File: src/rtl/ser_feed.sv
// ser_feed: parallel-to-serial feeder with a one-word holding register.
// A word loaded while the previous one is still shifting follows it with
// no idle bit. serOut/serValid drive a downstream serial consumer.
module ser_feed #(
    parameter int N         = 8,
    parameter bit MSB_FIRST = 1'b1
) (
    input  logic         clk,
    input  logic         rst,
    input  logic         ld,
    input  logic [N-1:0] parIn,
    output logic         ready,
    output logic         serOut,
    output logic         serValid,
    output logic         busy,
    output logic         done
);

    localparam int CW = (N > 1) ? $clog2(N) : 1;

    typedef enum logic {
        IDLE  = 1'b0,
        SHIFT = 1'b1
    } state_t;

    state_t        state;
    state_t        state_nxt;
    logic [N-1:0]  hold;
    logic          holdFull;
    logic [N-1:0]  sreg;
    logic [CW-1:0] cnt;
    logic          last_bit;
    logic          xfer;
    logic          accept;

    assign last_bit = (cnt == CW'(N - 1));

    // Load is accepted only into an empty holding register; no bypass into sreg.
    assign accept = ld && !holdFull;

    // Next-state decode and hold-to-sreg transfer decision.
    always_comb begin
        state_nxt = state;
        xfer      = 1'b0;
        case (state)
            IDLE: begin
                if (holdFull) begin
                    xfer      = 1'b1;
                    state_nxt = SHIFT;
                end
            end
            SHIFT: begin
                if (last_bit) begin
                    if (holdFull) begin
                        xfer      = 1'b1;
                        state_nxt = SHIFT;
                    end else begin
                        state_nxt = IDLE;
                    end
                end
            end
            default: state_nxt = IDLE;
        endcase
    end

    // State register, holding register, shift register and bit counter.
    always_ff @(posedge clk) begin
        if (rst) begin
            state    <= IDLE;
            hold     <= '0;
            holdFull <= 1'b0;
            sreg     <= '0;
            cnt      <= '0;
        end else begin
            state <= state_nxt;
            if (xfer) begin
                sreg     <= hold;
                cnt      <= '0;
                holdFull <= 1'b0;
            end else if (state == SHIFT) begin
                if (MSB_FIRST)
                    sreg <= {sreg[N-2:0], 1'b0};
                else
                    sreg <= {1'b0, sreg[N-1:1]};
                cnt <= cnt + CW'(1);
            end
            // accept needs holdFull=0 and xfer needs holdFull=1, so they never collide.
            if (accept) begin
                hold     <= parIn;
                holdFull <= 1'b1;
            end
        end
    end

    // Output decode purely from registered state.
    always_comb begin
        ready    = !holdFull;
        serValid = (state == SHIFT);
        serOut   = serValid && (MSB_FIRST ? sreg[N-1] : sreg[0]);
        done     = serValid && last_bit;
        busy     = (state == SHIFT) || holdFull;
    end

endmodule

File: config.mk
export PLATFORM = sky130hd
export DESIGN_NAME = ser_feed
export DESIGN_NICKNAME = d
export VERILOG_FILES = /design/src/rtl/ser_feed.sv
export SDC_FILE = /design/constraint.sdc
export NUM_CORES = 1
export LEC_CHECK = 0
export BUFFER_PORTS_ARGS = -buffer_cell sky130_fd_sc_hd__buf_4
export CORE_ASPECT_RATIO = 0.7
export CORE_UTILIZATION = 30
export DETAILED_ROUTE_END_ITERATION = 10
export PLACE_DENSITY_LB_ADDON = 0.25
export SETUP_SLACK_MARGIN = 0.2
export SYNTH_ARGS = -nofsm -noshare
export SYNTH_HDL_FRONTEND = slang
export SYNTH_SLANG_ARGS = --single-unit
export TNS_END_PERCENT = 50
File: constraint.sdc
create_clock -name clk -period 1.7 [get_ports clk]
set_input_delay 0.34 -clock clk [delete_from_list [all_inputs] [get_ports clk]]
set_output_delay 0.34 -clock clk [all_outputs]
set_load 0.01 [all_outputs]
==> summary.md <==
### Hold path
- **HP Start** parIn[4]
- **number of cells traversed by the worst hold path** 3
- **endpoint with the worst hold slack** hold[4]
- **min-delay worst type** primary input to flip-flop

### Power
- **Worst IR Drop VDD** 0.370 mV
- **leakage power figure** 0.454 nW
- **Power per Cell Area** 925 mW/mm^2
- **post-layout power** 1.03 mW

### Flow run
- **maximum capacitance violations** 0

### Critical path
- **critical-path cell with the highest stage delay** sky130_fd_sc_hd__dfxtp_2
- **destination of the worst register-to-register timing path** cnt[0]
- **CP delay by family, top** flip-flops
- **critical path, cell by cell** ha_4 > ha_4 > and2_4 > buf_4
- **most prevalent standard cell on the critical path** sky130_fd_sc_hd__ha_4
- **Largest stage delay, worst path** 340 ps
- **cell depth of the worst flop-to-flop path** 5
- **Setup crit start kind** flip-flop
- **critical path class** flip-flop to output pin
- **slack of the worst reg-to-reg path** 320 ps
- **crit path max fanout** 5
- **worst endpoint data arrival time** 1210 ps
- **worst flop-to-flop path startpoint** cnt[1]
- **worst endpoint required time** 1360 ps
- **element type at the critical path end** output pin
- **critical path buffer and inverter count** 1

### Synthesis
- **net count after synthesis** 119
- **number of instances in the synthesized netlist** 106
- **Netlist cell types** 27
- **flop and latch count out of synthesis** 21
- **Synthesis Warnings** 0
- **synthesized cell area** 893 um^2
- **average cell area after synthesis** 8.43 um^2
- **sequential area share after synthesis** 47.1%

### Final layout
- **cell area after layout** 0.00111 mm^2
- **antenna cells** 0
- **total of fill cells in the finished design** 305
- **final std cells w/o fill** 157
- **post-layout utilization of the core** 39.6%
- **ratio of cells with drive above 1 in the final layout** 26.4%
- **most used cells in the layout excluding fill and tap cells** sky130_fd_sc_hd__buf_4 (20), sky130_fd_sc_hd__nand2_1 (17), sky130_fd_sc_hd__dfxtp_1 (17)
- **commonest non-fill, non-tap cell in the layout** sky130_fd_sc_hd__buf_4
- **area delta synth->final** 24.4%
- **number of nets in the layout** 135

### CTS
- **CTS tree** done
- **insertion delay of the later-clocked pin in the worst-skew pair** 260 ps
- **number of H-tree levels** 1
- **number of buffers created by CTS** 3
- **clk root buf** sky130_fd_sc_hd__clkbuf_8
- **deepest clock path buffer count** 2
- **post-CTS clock slew at the launch and capture registers of the worst setup and hold paths** 70 ps
- **count of hold buffers inserted by post-cts repair** 0
- **clk sinks** 21

### Route
- **routed vias** 754
- **Routed Wire Length** 1820 um
- **residual DRC count** 0
- **Detailed Routing Iterations Pass 1** 4
- **routed len/inst** 11.6 um
- **via count normalized by instance count** 4.80
- **post-detailed-route count of antenna-violating nets** 0
- **Detailed Route Iter0 Violations** 26

### Global routing
- **number of global-route vias before repair** 618
- **GR Overflow Total** 0
- **maximum number of pins on one net before global-route repair** 22
- **initial antenna violation count** 0
- **global routing usage summed across all routing layers** 12.0%
- **wire length of the first global-routing pass** 2800 um

### Floorplanning
- **area of the die** 0.00320 mm^2
- **Die H** 47.7 um
- **Std-Cell Core Area** 0.00280 mm^2
- **Die W** 67.2 um
- **Core Rows** 16
- **effective utilization at floorplan** 31.9%
- **I/O pin count** 16

### STA
- **Slew Limit Headroom** 80.8%
- **worst setup margin** 146 ps
- **clock skew after layout** 3.79 ps
- **Final TNS setup** 0 ps
- **unrepaired setup endpoints after global routing** true
- **final slew viol count** 0
- **portion of the clock cycle consumed by the worst path in the final layout** 91.4%
- **Max Fclk** 0.644 GHz
- **worst hold slack** 330 ps
- **Fin. Hold Viols** 0
- **Final Critical Period** 1550 ps
- **Worst Tran Pin Value** 287 ps
- **final setup violation count** 0

### Placed design
- **routability-driven placement congestion ratio** 0.733
- **number of buffers inserted by port buffering** 15
- **cell area after placement** 0.00102 mm^2
- **Cell Count Post-Placement** 151
- **post-placement setup slack** 224 ps
- **placed wire-length estimate after detailed placement** 1320 um

### Status
- **run status** completed

## cells in the mapped netlist (all sizes together)
library cell | count | share of area, %
nor3 | 10 | 5.6
nand2b | 1 | 0.70
mux2 | 1 | 1.7
nor2 | 11 | 4.9
o21a | 1 | 0.84
dfxtp | 21 | 47
o22ai | 5 | 3.5
and2 | 2 | 1.4
clkbuf | 3 | 1.3
nor3b | 2 | 1.7
ha | 2 | 2.8
nand2 | 17 | 7.1
or2 | 1 | 0.70
nor4 | 2 | 1.4
inv | 1 | 0.42
a211oi | 2 | 1.7
a31oi | 2 | 1.4
a21oi | 9 | 5.0
buf | 6 | 4.9
nand3 | 1 | 0.56
and2b | 2 | 1.7
nor2b | 2 | 1.4
a21bo | 1 | 1.1
mux2i | 1 | 1.1
## how the worst max path moves through the flow
| stage | to | depth (start not counted) | from |
|---|---|---|---|
| 2_1_floorplan | cnt[0] | 6 | cnt[0] |
| 3_3_place_gp | cnt[0] | 5 | cnt[0] |
| 3_5_place_dp | cnt[0] | 5 | cnt[0] |
| 4_1_cts | done | 4 | cnt[0] |
| 5_1_grt | done | 4 | cnt[1] |
| 6_report | done | 4 | cnt[1] |
## layer usage
metal	GRT usage, %	share of wire [%]
met5	0	0
met3	5.00	4.6
met2	17.4	47
met4	1.28	0
met1	17.0	49
## report_power, final
part	total [mW]	internal (mW)	leakage (nW)	switching, mW
Combinational	0.147	0.0782	0.257	0.0688
Clock	0.322	0.167	0.0228	0.155
Sequential	0.559	0.528	0.174	0.0308
## flip-flops by register name, indices dropped and copies added (netlist names)
signal and cells:
holdFull 1, sreg 8, serValid 1, cnt 3, hold 8
## layout make-up
type                    count  area (um^2)  share of cell area, %
clock buffers               4         45.0                   4.05
repair buffers             20          150                   13.5
multi-input cells          75          442                   39.8
inverters                   1         3.75                  0.338
well taps                  36         45.0                   4.05
flip-flops and latches     21          425                   38.3
## cell families (layout without fill, tap and decap cells)
| family | after synthesis | after routing | share of synthesized area (%) |
|---|---|---|---|
| simple gates | 51 | 51 | 27.2 |
| buf+inv | 10 | 25 | 6.58 |
| mux | 2 | 2 | 2.80 |
| flops | 21 | 21 | 47.1 |
| fa+ha+maj | 2 | 2 | 2.80 |
| compound gates | 20 | 20 | 13.6 |
## timing repair
item,4_1_cts,5_1_grt
pin swaps,0,1
buffers inserted,0,2
gates resized for setup,2,7
setup endpoints to repair,3,5
## tightest hold or removal path, cell delays in order
cell,delay [ps]
sky130_fd_sc_hd__buf_4,110
sky130_fd_sc_hd__nand2_1,40
sky130_fd_sc_hd__a21oi_1,50
(Power assumes the default switching activity.)
